$ cat src/rtl/vga_timing_gen.sv
// VGA pixel-timing generator: clock divider, h/v counters and a registered sync/colour stage.
// Define VGA_TEST_PATTERN_EN to replace rgb_i with eight internally generated colour bars.
module vga_timing_gen #(
  parameter int unsigned CLK_DIV   = 2,
  parameter int unsigned H_ACTIVE  = 640,
  parameter int unsigned H_FP      = 16,
  parameter int unsigned H_SYNC    = 96,
  parameter int unsigned H_BP      = 48,
  parameter int unsigned V_ACTIVE  = 480,
  parameter int unsigned V_FP      = 10,
  parameter int unsigned V_SYNC    = 2,
  parameter int unsigned V_BP      = 33,
  parameter bit          HSYNC_POL = 1'b0,
  parameter bit          VSYNC_POL = 1'b0,
  parameter int unsigned CNT_W     = 10
) (
  input  logic             clk_i,
  input  logic             rst_i,
  input  logic [2:0]       rgb_i,
  output logic             pix_tick_o,
  output logic [CNT_W-1:0] x_o,
  output logic [CNT_W-1:0] y_o,
  output logic             de_o,
  output logic             frame_start_o,
  output logic             hsync_o,
  output logic             vsync_o,
  output logic             r_o,
  output logic             g_o,
  output logic             b_o
);

  localparam int unsigned H_TOTAL = H_ACTIVE + H_FP + H_SYNC + H_BP;
  localparam int unsigned V_TOTAL = V_ACTIVE + V_FP + V_SYNC + V_BP;
  localparam int unsigned HsStart = H_ACTIVE + H_FP;
  localparam int unsigned HsEnd   = HsStart + H_SYNC;
  localparam int unsigned VsStart = V_ACTIVE + V_FP;
  localparam int unsigned VsEnd   = VsStart + V_SYNC;
  localparam int unsigned DivW    = (CLK_DIV > 1) ? $clog2(CLK_DIV) : 1;

  logic [DivW-1:0]  div_cnt_q, div_cnt_d;
  logic [CNT_W-1:0] h_cnt_q, h_cnt_d;
  logic [CNT_W-1:0] v_cnt_q, v_cnt_d;
  logic             hsync_q, hsync_d;
  logic             vsync_q, vsync_d;
  logic [2:0]       rgb_q, rgb_d;

  logic       pix_tick, de, h_last, v_last, hsync_act, vsync_act;
  logic [2:0] pix_rgb;

  always_comb begin
    pix_tick  = (div_cnt_q == DivW'(CLK_DIV - 1));
    h_last    = (h_cnt_q == CNT_W'(H_TOTAL - 1));
    v_last    = (v_cnt_q == CNT_W'(V_TOTAL - 1));
    de        = (h_cnt_q < CNT_W'(H_ACTIVE)) && (v_cnt_q < CNT_W'(V_ACTIVE));
    hsync_act = (h_cnt_q >= CNT_W'(HsStart)) && (h_cnt_q < CNT_W'(HsEnd));
    vsync_act = (v_cnt_q >= CNT_W'(VsStart)) && (v_cnt_q < CNT_W'(VsEnd));
  end

  always_comb begin
    div_cnt_d = div_cnt_q + DivW'(1);
    h_cnt_d   = h_cnt_q;
    v_cnt_d   = v_cnt_q;
    if (rst_i) begin
      div_cnt_d = '0;
      h_cnt_d   = '0;
      v_cnt_d   = '0;
    end else if (pix_tick) begin
      div_cnt_d = '0;
      h_cnt_d   = h_last ? '0 : h_cnt_q + CNT_W'(1);
      if (h_last) begin
        v_cnt_d = v_last ? '0 : v_cnt_q + CNT_W'(1);
      end
    end
  end

`ifdef VGA_TEST_PATTERN_EN
  localparam int unsigned BarLen = H_ACTIVE / 8;

  logic [2:0]       bar_q, bar_d;
  logic [CNT_W-1:0] bar_pix_q, bar_pix_d;
  logic             unused_rgb;

  // bar_q always holds the bar index of the pixel currently at h_cnt.
  always_comb begin
    unused_rgb = ^rgb_i;
    bar_d      = bar_q;
    bar_pix_d  = bar_pix_q;
    if (rst_i || (pix_tick && h_last)) begin
      bar_d     = '0;
      bar_pix_d = '0;
    end else if (pix_tick && de) begin
      if (bar_pix_q == CNT_W'(BarLen - 1)) begin
        bar_pix_d = '0;
        bar_d     = bar_q + 3'd1;
      end else begin
        bar_pix_d = bar_pix_q + CNT_W'(1);
      end
    end
    pix_rgb = bar_q;
  end

  always_ff @(posedge clk_i) begin
    bar_q     <= bar_d;
    bar_pix_q <= bar_pix_d;
  end
`else
  always_comb begin
    pix_rgb = rgb_i;
  end
`endif

  // Output stage: sync and colour are registered together so they stay aligned.
  always_comb begin
    hsync_d = hsync_q;
    vsync_d = vsync_q;
    rgb_d   = rgb_q;
    if (rst_i) begin
      hsync_d = ~HSYNC_POL;
      vsync_d = ~VSYNC_POL;
      rgb_d   = 3'b000;
    end else if (pix_tick) begin
      hsync_d = hsync_act ? HSYNC_POL : ~HSYNC_POL;
      vsync_d = vsync_act ? VSYNC_POL : ~VSYNC_POL;
      rgb_d   = de ? pix_rgb : 3'b000;
    end
  end

  always_ff @(posedge clk_i) begin
    div_cnt_q <= div_cnt_d;
    h_cnt_q   <= h_cnt_d;
    v_cnt_q   <= v_cnt_d;
    hsync_q   <= hsync_d;
    vsync_q   <= vsync_d;
    rgb_q     <= rgb_d;
  end

  always_comb begin
    pix_tick_o    = pix_tick;
    x_o           = h_cnt_q;
    y_o           = v_cnt_q;
    de_o          = de;
    frame_start_o = pix_tick && (h_cnt_q == '0) && (v_cnt_q == '0);
    hsync_o       = hsync_q;
    vsync_o       = vsync_q;
    {r_o, g_o, b_o} = rgb_q;
  end

endmodule

$ cat config.mk
export PLATFORM = sky130hd
export DESIGN_NAME = vga_timing_gen
export DESIGN_NICKNAME = d
export VERILOG_FILES = /design/src/rtl/vga_timing_gen.sv
export SDC_FILE = /design/constraint.sdc
export NUM_CORES = 1
export LEC_CHECK = 0
export CAP_MARGIN = 10
export CORE_MARGIN = 5
export CORE_UTILIZATION = 48
export DETAILED_ROUTE_END_ITERATION = 10
export MAX_ROUTING_LAYER = met4
export PLACE_DENSITY = 0.84
export REMOVE_ABC_BUFFERS = 1
export SYNTH_ARGS = -nofsm -noshare
export SYNTH_HDL_FRONTEND = slang
export SYNTH_SLANG_ARGS = --single-unit
export TNS_END_PERCENT = 1
$ cat constraint.sdc
create_clock -name clk_i -period 1.77 [get_ports clk_i]
set_input_delay 0.2655 -clock clk_i [delete_from_list [all_inputs] [get_ports clk_i]]
set_output_delay 0.2655 -clock clk_i [all_outputs]
set_load 0.02 [all_outputs]
* Yosys cells after proc, flatten, opt, wreduce, memory -nomap -nowiden
Index checks and enable logic that the tools add are counted.
Word-level totals: flip-flop bits (word level) 26, bits of input ports 5, logic and storage cells 31
Cells by class: $add $sub $neg 3, $lt $le $gt $ge 6, equality and inequality tests 2, multiplexer cells 5, reduce and logical (&&, ||, !) cells 9
Operators by type and width (number):
- $add A10 B1 Y10 const B | 2
- $eq A10 B10 Y1 const B | 2
- $logic_not A10 Y1 | 2
- $lt A10 B10 Y1 const B | 2
- $lt A10 B9 Y1 const B | 2
- $mux W10 | 2
- $ge A10 B10 Y1 const B | 1
- $ge A10 B9 Y1 const B | 1
- $logic_and A1 B1 Y1 | 5
- $mux W3 | 1
- $mux W1 | 2
- $reduce_and A2 Y1 | 1
- $reduce_or A2 Y1 | 1
- $add A1 B1 Y1 const B | 1

* Depth between registers and ports, before layout
Gate-level depths: netlist (run 1).
depth in word-level cells 3, gate-level depth with buffers 6, depth with buffers taken out 6

* Worst setup path after synthesis (run 1)
Ideal clock, no wire load.
path kind register to register, start reg h_cnt_q[0] (netlist: x_o[0]), end reg v_cnt_q[8] (netlist: y_o[8]), arrival 1.669 ns, data required time 1.699 ns, slack 0.030 ns, stages on the path, launching flop included 6, buffers on the path 0, cells stage by stage dfxtp_1 -> ha_1 -> and2_1 -> nand4_4 -> or4_1 -> a21oi_1
Between the ends: cells in the longest elaborated chain, start to end 2
RTL lines:
- start, declared | line 41 | logic [CNT_W-1:0] h_cnt_q, h_cnt_d;
- start signal, assigned | line 130 | h_cnt_q <= h_cnt_d;
- $eq A10 B10 Y1 | line 52 | h_last = (h_cnt_q == CNT_W'(H_TOTAL - 1));
- $reduce_and A2 Y1 (no source line)
- end signal, assigned | line 131 | v_cnt_q <= v_cnt_d;
- end, declared | line 42 | logic [CNT_W-1:0] v_cnt_q, v_cnt_d;
No other way between the ends. A chain may end at the register's enable or synchronous reset.

* Final worst setup path (run 1)
start reg h_cnt_q[8] (netlist: x_o[8]), end out frame_start_o
Between the ends: cells in the longest elaborated chain, start to end 3
RTL lines:
- $logic_not A10 Y1 | line 142 | frame_start_o = pix_tick && (h_cnt_q == '0) && (v_cnt_q == '0);
- $logic_and A1 B1 Y1 (2 in series) | line 142
- end, declared | line 24 | output logic frame_start_o,
No other way between the ends.

==> results.py, run 1 <==
metrics = {
    "outcome": {
        "outcome": "finished with violations",
        "violations": "setup timing",
    },
    "detailed_routing": {
        "drc_errors": 0,
        "ant_nets": 0,
        "viasPerCell": 5.81,
        "wl_um": 3890,
        "initialDrtViolationCount": 106,
        "vias": 1343,
        "first_pass_iters": 4,
        "post_drt_wl_per_cell_um": 16.8,
    },
    "run": {
        "max_cap_viol_count": 0,
    },
    "clock_network": {
        "cts_tree": "done",
        "clock_latency_ns": 0.33,
        "clk_pin_slew_ns": 0.14,
        "hold_buffers": 0,
        "cts_root_buf": "clkbuf_4",
        "numCtsBuffers": 3,
        "clkSinkCount": 26,
        "cts_max_level": 1,
        "clockBufferDepth": 2,
    },
    "critical_path": {
        "start_kind": "flip-flop",
        "cp_cell_sequence": "or4_4 > nor3_2 > buf_4",
        "required_ns": 1.50,
        "reg2reg_to": "y_o[8]",
        "cp_slowest_stage_delay_ns": 0.55,
        "r2r-start": "x_o[1]",
        "cp_data_arrival_time_ns": 1.57,
        "cpMaxStageDelayCell": "or4_4",
        "reg2regPathDepth": 6,
        "path_class": "reg -> out",
        "path_max_fanout": 2,
        "crit_path_end_kind": "primary output",
        "ff2ff_setup_slack_ns": 0.01,
    },
    "floorplan": {
        "core-area_sq_um": 2540,
        "initial_core_util_pct": 51.1,
        "row_count": 18,
        "fp.dieW_um": 62.1,
        "ios": 33,
        "dieArea_sq_um": 3850,
        "die_h_um": 62.1,
    },
    "sta": {
        "min_period_ns": 1.84,
        "period_share_pct": 104,
        "rsz0062_at_grt": "yes",
        "tightestPinTransition_ns": 0.443,
        "drv_slew": 0,
        "setup_viol": 1,
        "finalClockSkew_ns": 0.00798,
        "slew_headroom_pct": 70.4,
        "fmax_mhz": 545,
        "layout_setup_ws_ns": -0.0653,
        "hold_violations": 0,
    },
    "finish": {
        "area.growth.synth_to_final_pct": 50.4,
        "diodes": 0,
        "multi_input_area_sq_um": 763,
        "layout.nets": 211,
        "nFillCells": 174,
        "finalNonFillerCells": 231,
        "layout-drive-gt1-share_pct": 23.9,
        "seq_area_sq_um": 523,
    },
    "logic_synthesis": {
        "synthCells": 144,
        "ys_types": 41,
        "avgSynthCellArea_sq_um": 9.04,
        "syn-cell-area_sq_um": 1300,
        "yosysWarnings": 0,
        "yosysSeqAreaShare_pct": 40.0,
        "ys_ff_latch": 26,
    },
    "grt": {
        "grt_pass1_vias": 1292,
        "grt_pass1_wl_um": 6000,
        "antenna_found_initial": 0,
        "grt_max_degree": 16,
        "grt.total_usage_pct": 21.8,
        "overflow": 0,
    },
    "worst_hold_path": {
        "min-delay-start": "vsync_o",
        "whs_path_depth": 1,
        "hold_class": "reg -> reg",
        "hold_path_end": "vsync_o",
    },
    "power_and_ir_drop": {
        "powerDensity_nw_per_um2": 581,
        "p_leak_uw": 0.00106,
        "p_total_uw": 1140,
        "irDropWorstVdd_mv": 0.536,
    },
    "placement": {
        "dp_hpwl_um": 2780,
        "dpl.cell_count": 227,
        "gp_congestion": 0.855,
        "port_buffers": 32,
        "dp_slack_ns": -0.222,
    },
}
## routing by layer
| metal | track usage, % | wire (um) | vias up |
|---|---|---|---|
| met2 | 37.3 | 1990 | 62 |
| met5 | - | 0 | - |
| met3 | 2.89 | 222 | 6 |
| met4 | 8.18 | 56 | 0 |
| met1 | 25.9 | 1630 | 640 |
| li1 | - | - | 635 |
## kinds of logic (layout without fill, tap and decap cells)
kind of cell             Yosys count  in the layout  share of synthesized area (%)
AO/OA/AOI/OAI                     23             23                           11.8
XOR/XNOR                          11             11                           7.40
adder cells (fa/ha/maj)            4              4                           3.85
buffers and inverters             13             70                           4.23
flip-flops                        26             26                           40.0
multiplexers                       1              1                          0.769
AND/OR/NAND/NOR                   66             66                           31.9
## power breakdown
group	internal [uW]	leakage (uW)	switching [uW]
combinational	59.3	0.000822	61.5
clock	229	0.0000279	179
sequential	598	0.000212	8.81
## what timing repair did
action,CTS,global route
setup buffers,0,0
endpoints found under the setup margin,6,24
gates resized for setup,20,20
pin swaps,2,1
endpoints found under the hold margin,0,0
## layout by cell type, fill, tap and decap left out, types with 2 or more instances in the layout
| cell type | count |
|---|---|
| xnor2_1 | 6 |
| dfxtp_2 | 2 |
| inv_1 | 8 |
| nor3_2 | 2 |
| dfxtp_1 | 24 |
| a22o_1 | 3 |
| clkdlybuf4s50_1 | 11 |
| clkbuf_4 | 3 |
| or3_1 | 2 |
| nor3_1 | 2 |
| nand4_1 | 5 |
| nand3b_1 | 2 |
| a21oi_1 | 9 |
| nand2_1 | 8 |
| and3_1 | 3 |
| o31ai_1 | 2 |
| or4_1 | 2 |
| dlymetal6s2s_1 | 17 |
| buf_4 | 28 |
| nand2b_1 | 3 |
| nor2_1 | 15 |
| a211o_1 | 2 |
| dlygate4sd2_1 | 2 |
| nand3_1 | 6 |
| ha_1 | 4 |
| o21ai_0 | 3 |
| xor2_1 | 5 |
## final cells by class
cell class | instances | share of cell area (%)
timing repair buffer | 58 | 28.1
clock inverter | 1 | 1.53
sequential | 26 | 26.7
inverter | 8 | 1.53
clock buffer | 3 | 1.15
multi-input combinational | 105 | 39.0
tap | 30 | 1.92
## cell usage after synthesis, drive strengths merged
master   instances  share of area (%)
and2             1               0.48
nand2b           3                1.4
and4             1               0.67
and4bb           1                1.3
nand3b           2                1.2
nand2            8                2.3
a21oi            9                3.5
ha               4                3.8
dfxtp           26                 40
a31oi            1               0.48
nor4             3                2.6
nor4b            2                1.3
nor2b            1               0.48
and3             3                1.4
nand4bb          1               0.87
o21bai           1               0.58
or3b             1               0.67
and4b            1               0.87
clkbuf           2               0.58
nand4            6                4.0
nand3            7                3.1
o41a             1               0.87
nor3             4                1.5
mux2i            1               0.77
inv              8                2.3
or4              3                1.7
xor2             5                3.4
o31ai            2                1.2
o21ai            3                1.2
nand4b           1               0.67
buf              3                1.3
a21bo            1               0.77
a22o             3                2.0
xnor2            6                4.0
a211o            2                1.3
or3              2               0.96
nor2            15                4.3
## critical path: cells and delay by family, from the launching register on
kind | cells | cell delay (ns)
simple gates | 2 | 0.75
flops | 1 | 0.34
buf+inv | 1 | 0.16
## through the flow
step	utilization, %	setup TNS, ns	hold WS (ns)	instance area, sq um
floorplan	-	0	0.335	1280
global placement	71.9	-0.176	0.451	1830
detailed placement	71.9	-0.234	0.463	1830
CTS	74.8	-0.0734	0.496	1900
global route	76.9	-0.451	0.508	1960
finish	76.9	-0.0653	0.493	1960
## state kept, by name, summed over array words and instances, names as in the netlist
name and flops:
rgb_q 3, pix_tick_o 1, vsync_o 1, x_o 10
hsync_o 1, y_o 10
## worst max-delay path by stage
stage / start / to / slack, ns / cells after the start
final: x_o[8] / frame_start_o / -0.07 / 3
after global placement: x_o[0] / frame_start_o / -0.18 / 6
after detailed placement: x_o[1] / frame_start_o / -0.22 / 6
after floorplan: x_o[0] / y_o[8] / 0.03 / 5
after CTS: x_o[8] / frame_start_o / -0.07 / 3
after global routing: x_o[1] / frame_start_o / -0.14 / 6
No activity file was read; power rests on OpenSTA's default activity.
==> run 2, diff against run 1 <==
==> constraint.sdc (replaced) <==
create_clock -name clk_i -period 1.77 [get_ports clk_i]
set_input_delay 0.354 -clock clk_i [delete_from_list [all_inputs] [get_ports clk_i]]
set_output_delay 0.354 -clock clk_i [all_outputs]
set_load 0.02 [all_outputs]
==> run 2 against run 1 <==
Net effect: the flow still finishes with violations (setup timing); utilization down 0.15 points; largest power group unchanged; cell area fell by 0.19%; critical path type unchanged; flip-flop and latch count did not move; highest routed layer unchanged; die area stayed put; total power shrank 7.5%.
==> results.py, run 2 (synthesis gave the netlist of run 1 again) <==
metrics = {
    "sta": {
        "hold_violations": 0,
        "setup_viol": 2,
        "slew_headroom_pct": 73.8,
        "rsz0062_at_grt": "yes",
        "fmax_mhz": 528,
        "layout_setup_ws_ns": -0.123,
        "drv_slew": 0,
        "period_share_pct": 107,
        "finalClockSkew_ns": 0.00337,
        "tightestPinTransition_ns": 0.390,
        "min_period_ns": 1.89,
        "holdWs_ns": 0.492,
    },
    "clock_network": {
        "numCtsBuffers": 3,
        "cts_max_level": 1,
        "cts_tree": "done",
        "clkSinkCount": 26,
        "postCtsSetupRepairBufs": 0,
        "cts_root_buf": "clkbuf_4",
        "clockBufferDepth": 2,
        "hold_buffers": 0,
        "clock_latency_ns": 0.32,
        "clk_pin_slew_ns": 0.14,
    },
    "floorplan": {
        "core-area_sq_um": 2540,
        "die_h_um": 62.1,
        "ios": 33,
        "fp.dieW_um": 62.1,
        "initial_core_util_pct": 51.1,
        "dieArea_sq_um": 3850,
        "row_count": 18,
    },
    "grt": {
        "grt_pass1_wl_um": 6310,
        "antenna_found_initial": 0,
        "grt_pass1_vias": 1326,
        "overflow": 0,
        "grt_max_degree": 15,
        "grt.total_usage_pct": 23.1,
    },
    "finish": {
        "layout.nets": 213,
        "layout-drive-gt1-share_pct": 30.5,
        "diodes": 0,
        "nFillCells": 186,
        "area.growth.synth_to_final_pct": 50.1,
        "final_cell_mix": "buf_4, dlygate4sd2_1, dfxtp_1",
        "final_common_cell": "buf_4",
        "final_area_sq_um": 1950,
    },
    "worst_hold_path": {
        "hold_class": "reg -> reg",
        "whs_path_depth": 1,
    },
    "run": {
        "max_cap_viol_count": 0,
    },
    "detailed_routing": {
        "post_drt_wl_per_cell_um": 17.5,
        "first_pass_iters": 4,
        "initialDrtViolationCount": 134,
        "wl_um": 4070,
        "vias": 1342,
        "drc_errors": 0,
        "viasPerCell": 5.76,
        "ant_nets": 0,
    },
    "critical_path": {
        "path_max_fanout": 2,
        "reg2regPathDepth": 5,
        "crit_path_end_kind": "primary output",
        "path_class": "reg -> out",
        "required_ns": 1.42,
        "start_kind": "flip-flop",
        "cp_data_arrival_time_ns": 1.54,
    },
    "power_and_ir_drop": {
        "irDropWorstVdd_mv": 0.439,
        "powerDensity_nw_per_um2": 538,
        "p_leak_uw": 0.000888,
    },
    "outcome": {
        "outcome": "finished with violations",
        "violations": "setup timing",
    },
    "placement": {
        "dp_hpwl_um": 2640,
        "port_buffers": 32,
        "place_area_sq_um": 1840,
        "gp_congestion": 0.855,
    },
}
==> run 2: cell types whose count changed in the layout (fill, tap and decap cells not counted), sizes merged <==
cell           previous run  this run
dlygate4sd2               2        19
dlymetal6s2s             17         2
buf                      28        30
clkdlybuf4s50            11         9
bufinv                    1         0
clkbuf                    3         4
==> run 2: final timing paths <==
path	to	slack, ns	start
worst max-delay path	frame_start_o	-0.12	x_o[8]
worst min-delay path	hsync_o	0.49	hsync_o
worst max register to register	y_o[6]	0.02	x_o[5]
worst min register to register	hsync_o	0.49	hsync_o
==> run 2: area by class of cell <==
class / instances / area (sq um) / area share [%]
Multi-Input combinational cell: 105 / 811 / 41.5
Inverter: 8 / 30.0 / 1.54
Timing Repair Buffer: 60 / 507 / 25.9
Clock buffer: 4 / 36.3 / 1.86
Tap cell: 30 / 37.5 / 1.92
Sequential cell: 26 / 532 / 27.2
==> run 2: stage by stage <==
step | setup WS (ns) | cells | total power, uW | util, % | setup TNS (ns)
2_1_floorplan | -0.0241 | 139 | 676 | - | -0.0241
3_3_place_gp | -0.261 | 229 | 739 | 72.5 | -0.323
3_5_place_dp | -0.295 | 229 | 741 | 72.5 | -0.362
4_1_cts | -0.129 | 233 | 1040 | 74.2 | -0.138
5_1_grt | -0.180 | 233 | 1110 | 76.7 | -0.327
6_report | -0.123 | 233 | 1050 | 76.7 | -0.139
==> run 2: per-layer routing <==
layer  vias to the layer above  global-route usage (%)  routed length [um]
met5                         -                       -                   0
li1                        635                       -                   -
met2                        59                    35.1                2000
met4                         0                    13.6                 174
met3                        15                    3.93                 183
met1                       633                    28.6                1710
==> run 2: power breakdown <==
part           internal (uW)  switching [uW]  leakage [uW]  total, uW
combinational           65.8            69.1      0.000651        135
sequential               599            7.33      0.000215        606
clock                    126             184     0.0000210        310
==> run 2: critical path, stage by stage, from the launching register on <==
cell and delay [ns]:
dfxtp_1 0.34, or4_4 0.54, nor3_2 0.18, buf_4 0.16
==> run 2: repair_timing <==
item	CTS	global route
setup endpoints to repair	25	11
gates resized for setup	39	20
pin swaps	1	8
endpoints found under the hold margin	0	0
